==> src/rtl/bin2gray_stream.sv <==
`default_nettype none
// ============================================================================
// Module   : bin2gray_stream
// Purpose  : Pipelined binary-to-Gray symbol encoder with valid/ready flow
//            control on both sides, one symbol per cycle, bubble collapsing.
// Revision : 1.0 - initial release
// ============================================================================
module bin2gray_stream #(
    parameter int  MODULATION_ORDER = 16,
    parameter int  PIPE_STAGES      = 2,
    localparam int W                = $clog2(MODULATION_ORDER)
) (
    input  logic         clk,
    input  logic         rst_n,
    input  logic         i_valid,
    output logic         o_ready,
    input  logic [W-1:0] i_binary_code,
    output logic         o_valid,
    input  logic         i_ready,
    output logic [W-1:0] o_gray_code,
    output logic         o_busy
);

    logic [PIPE_STAGES-1:0] vld_q;
    logic [PIPE_STAGES-1:0] vld_d;
    logic [W-1:0]           data_q [PIPE_STAGES];
    logic [W-1:0]           data_d [PIPE_STAGES];
    logic [PIPE_STAGES-1:0] w_adv;
    logic [W-1:0]           w_gray;
    logic                   w_accept;

    assign w_gray   = i_binary_code ^ (i_binary_code >> 1);
    assign o_ready  = w_adv[0] & rst_n;
    assign w_accept = i_valid & o_ready;

    // A stage may advance if it is empty or the stage after it advances,
    // so bubbles anywhere in the pipe are squeezed out.
    always_comb begin
        w_adv = '0;
        w_adv[PIPE_STAGES-1] = ~vld_q[PIPE_STAGES-1] | i_ready;
        for (int k = PIPE_STAGES - 2; k >= 0; k--) begin
            w_adv[k] = ~vld_q[k] | w_adv[k+1];
        end
    end

    always_comb begin
        vld_d     = '0;
        data_d[0] = w_gray;
        vld_d[0]  = w_accept;
        for (int k = 1; k < PIPE_STAGES; k++) begin
            vld_d[k]  = vld_q[k-1];
            data_d[k] = data_q[k-1];
        end
    end

    always_ff @(posedge clk) begin
        if (!rst_n) begin
            vld_q <= '0;
            for (int k = 0; k < PIPE_STAGES; k++) begin
                data_q[k] <= '0;
            end
        end else begin
            for (int k = 0; k < PIPE_STAGES; k++) begin
                if (w_adv[k]) begin
                    vld_q[k] <= vld_d[k];
                    // Data only moves with a real symbol; an empty output keeps its last code.
                    if (vld_d[k]) begin
                        data_q[k] <= data_d[k];
                    end
                end
            end
        end
    end

    assign o_valid     = vld_q[PIPE_STAGES-1];
    assign o_gray_code = data_q[PIPE_STAGES-1];
    assign o_busy      = |vld_q;

endmodule
`default_nettype wire

==> config.mk <==
export PLATFORM = sky130hd
export DESIGN_NAME = bin2gray_stream
export DESIGN_NICKNAME = d
export VERILOG_FILES = /design/src/rtl/bin2gray_stream.sv
export SDC_FILE = /design/constraint.sdc
export NUM_CORES = 1
export LEC_CHECK = 0
export CAP_MARGIN = 20
export CORE_AREA = 5 5 42 44
export CTS_CLUSTER_SIZE = 24
export DETAILED_ROUTE_END_ITERATION = 8
export DIE_AREA = 0 0 47 49
export GPL_TIMING_DRIVEN = 0
export PLACE_DENSITY_LB_ADDON = 0.15
export SLEW_MARGIN = 10
export SYNTH_ARGS = -nofsm -noshare
export SYNTH_HDL_FRONTEND = slang
export SYNTH_SLANG_ARGS = --single-unit
==> constraint.sdc <==
create_clock -name clk -period 1.85 [get_ports clk]
set_clock_uncertainty 0.05 [all_clocks]
set_input_delay 0.37 -clock clk [delete_from_list [all_inputs] [get_ports clk]]
set_output_delay 0.37 -clock clk [all_outputs]
set_load 0.02 [all_outputs]
==> results.yml <==
sta:
  finalHoldViolCount: 0
  finalSetupViolations: 0
  rsz0062_at_grt: "no"
  maxSlewHeadroom_pct: 59.3
  timing.setup.tns_ns: 0
  post-route-period-util_pct: 98.5
  worst_pin_slew_ns: 0.604
  hold_slack_ns: 0.514
  fin_crit_ns: 1.82
  final_max_slew_viol_count: 0
  max_freq_mhz: 549
worst_hold_path:
  hp-start: "data_q[0][0]"
  hold_class: "reg -> reg"
global_routing:
  track_usage_pct: 8.55
  gr-max-usage-layer: "met2"
  first_global_vias: 315
  grt_max_degree: 11
  grt_pass1_wl_um: 1320
  met2_usage_pct: 14.5
  grt-ovfl-total: 0
  use_met3_pct: 3.32
  antenna_found_initial: 0
  use_met1_pct: 7.29
clock_network:
  cts.clk_slew.worst_paths_ns: 0.07
  clkLatencyLatePin_ns: 0.27
  cts_tree: "done"
  cts_buffers: 3
  cts_sinks: 10
  cts_buffer_depth: 2
  root_buffer: "clkbuf_4"
  htreeDepth: 1
  holdBufCountCts: 0
synth:
  yosysWarningCount: 0
  yosysUniqueCellTypes: 14
  avgSynthCellArea_um2: 14.6
  synth_area_um2: 482
  synth-seq-cells: 10
  synthCells: 33
  yosysSeqAreaShare_pct: 58.2
  synth_fp_nets: 41
place:
  gp_congestion: 0.746
  io_buffers: 14
  placedCellCount: 63
finish:
  drive_above_1_share_pct: 36.5
  area_growth_pct: 41.8
  num_antenna_cells: 0
  final_cell_count_no_fill: 68
  nets: 61
  mostFrequentLayoutCells: "12 x clkdlybuf4s50_1, 8 x edfxtp_1, 5 x nor3b_2"
  final_common_cell: "clkdlybuf4s50_1"
critical_path:
  cpPeakStageDelay_ns: 0.42
  endpoint_kind: "primary output"
  crit_required_ns: 1.43
  crit_path_start_kind: "input pin"
  worstReg2RegStart: "vld_q[0]"
  path_max_fanout: 2
  path_cells: "clkdlybuf4s50_1 > and3b_2 > and2b_2 > buf_4"
  critPathLaunch: "i_ready"
  crit_type: "in -> out"
  cp_slowest_cell: "clkdlybuf4s50_1"
  critPathArrivalTime_ns: 1.40
route:
  first_iter_violations: 0
  ant_nets: 0
  vias: 315
  via_per_inst: 4.63
  drc: 0
  wl_per_cell_um: 12.4
  routed_wl_um: 845
  dr.pass1.iters: 1
power_and_ir_drop:
  internal-power_mw: 0.430
  swShare_pct: 22.8
  power_density_nw_per_um2: 815
  ir_worst_vdd_uv: 384
  combPwrFrac_pct: 16.3
  leakagePower_nw: 0.256
  seq_power_share_pct: 48.0
  p_clk_share_pct: 35.7
  net-switching-power_mw: 0.127
floorplanning:
  start_util_pct: 34.4
  core_um2: 1400
  die_w_um: 47
  io_pins: 15
  rows: 14
  die_h_um: 49
  die-area_um2: 2300
outcome:
  outcome: "complete, no violations"
flow_run:
  drv_cap: 0
-- synth_stat cells, drive strengths merged --
| cell type | n | area, um^2 |
|---|---|---|
| nor3b | 5 | 62.6 |
| buf | 1 | 11.3 |
| and3b | 1 | 8.76 |
| or2 | 1 | 6.26 |
| o21ai | 3 | 18.8 |
| and2b | 1 | 8.76 |
| dfxtp | 2 | 40.0 |
| xnor2 | 3 | 26.3 |
| o21a | 2 | 15.0 |
| inv | 2 | 7.51 |
| nor2b | 1 | 6.26 |
| nor3 | 3 | 30.0 |
| edfxtp | 8 | 240 |
-- layout make-up --
type                    instances  area [um^2]
fillers                       131          718
flip-flops and latches         10          280
multi-input cells              20          184
repair buffers                 15          144
clock buffers                   4         36.3
well taps                      16         20.0
plain buffers                   1         11.3
inverters                       2         7.51
-- path summary, 6_finish.rpt --
kind             endpoint  depth (start not counted)  slack, ns
max               o_ready                          4       0.03
min          data_q[0][4]                          1       0.51
max reg2reg  data_q[0][0]                          4       0.30
min reg2reg  data_q[0][4]                          1       0.51
-- critical path: cells and delay by family --
family | cells | cell delay [ns]
AND/OR/NAND/NOR | 2 | 0.46
buffers and inverters | 2 | 0.57
-- sequential cells by signal, summed over array words and instances, names as in the netlist --
name and count:
vld_q 2, data_q 8
-- what timing repair did --
action                     4_1_cts  5_1_grt
pin swaps                        0        0
cloned                           0        0
buffers inserted                 0        1
setup endpoints to repair        2        5
hold endpoints to repair         0        0
gates resized for setup          7        1
-- power by group through the flow --
| stage | combinational (mW) | clock, mW | sequential (mW) |
|---|---|---|---|
| after global placement | 0.0907 | 0 | 0.272 |
| after detailed placement | 0.0934 | 0 | 0.272 |
| after floorplan | 0.0367 | 0 | 0.282 |
| after CTS | 0.0916 | 0.202 | 0.267 |
| final | 0.0909 | 0.199 | 0.267 |
| after global routing | 0.0964 | 0.214 | 0.269 |
-- cell families (layout without fill, tap and decap cells) --
| kind of cell | Yosys count | in the layout | share of synthesized area [%] |
|---|---|---|---|
| xor gates and xnor gates | 3 | 3 | 5.46 |
| and+or+nand+nor | 12 | 12 | 25.5 |
| DFF | 10 | 10 | 58.2 |
| buffers and inverters | 3 | 22 | 3.90 |
| AOI/OAI and AO/OA | 5 | 5 | 7.01 |
-- routing by layer --
layer	part of all wire (%)	routed length [um]
met1	35	298
met3	8.2	69
met2	54	455
met4	2.7	23
met5	0	0
-- metrics by stage --
step                      power [mW]  utilization, %  cell area [um^2]  setup WS (ns)
after floorplan                0.319               -               482          0.359
after global placement         0.362            45.8               642         -0.395
after detailed placement       0.366            45.8               642         -0.432
after CTS                      0.561            48.2               676        0.00937
after global routing           0.579            48.8               683        0.00607
final                          0.557            48.8               683         0.0270
Power figures use the tool's default switching activity.
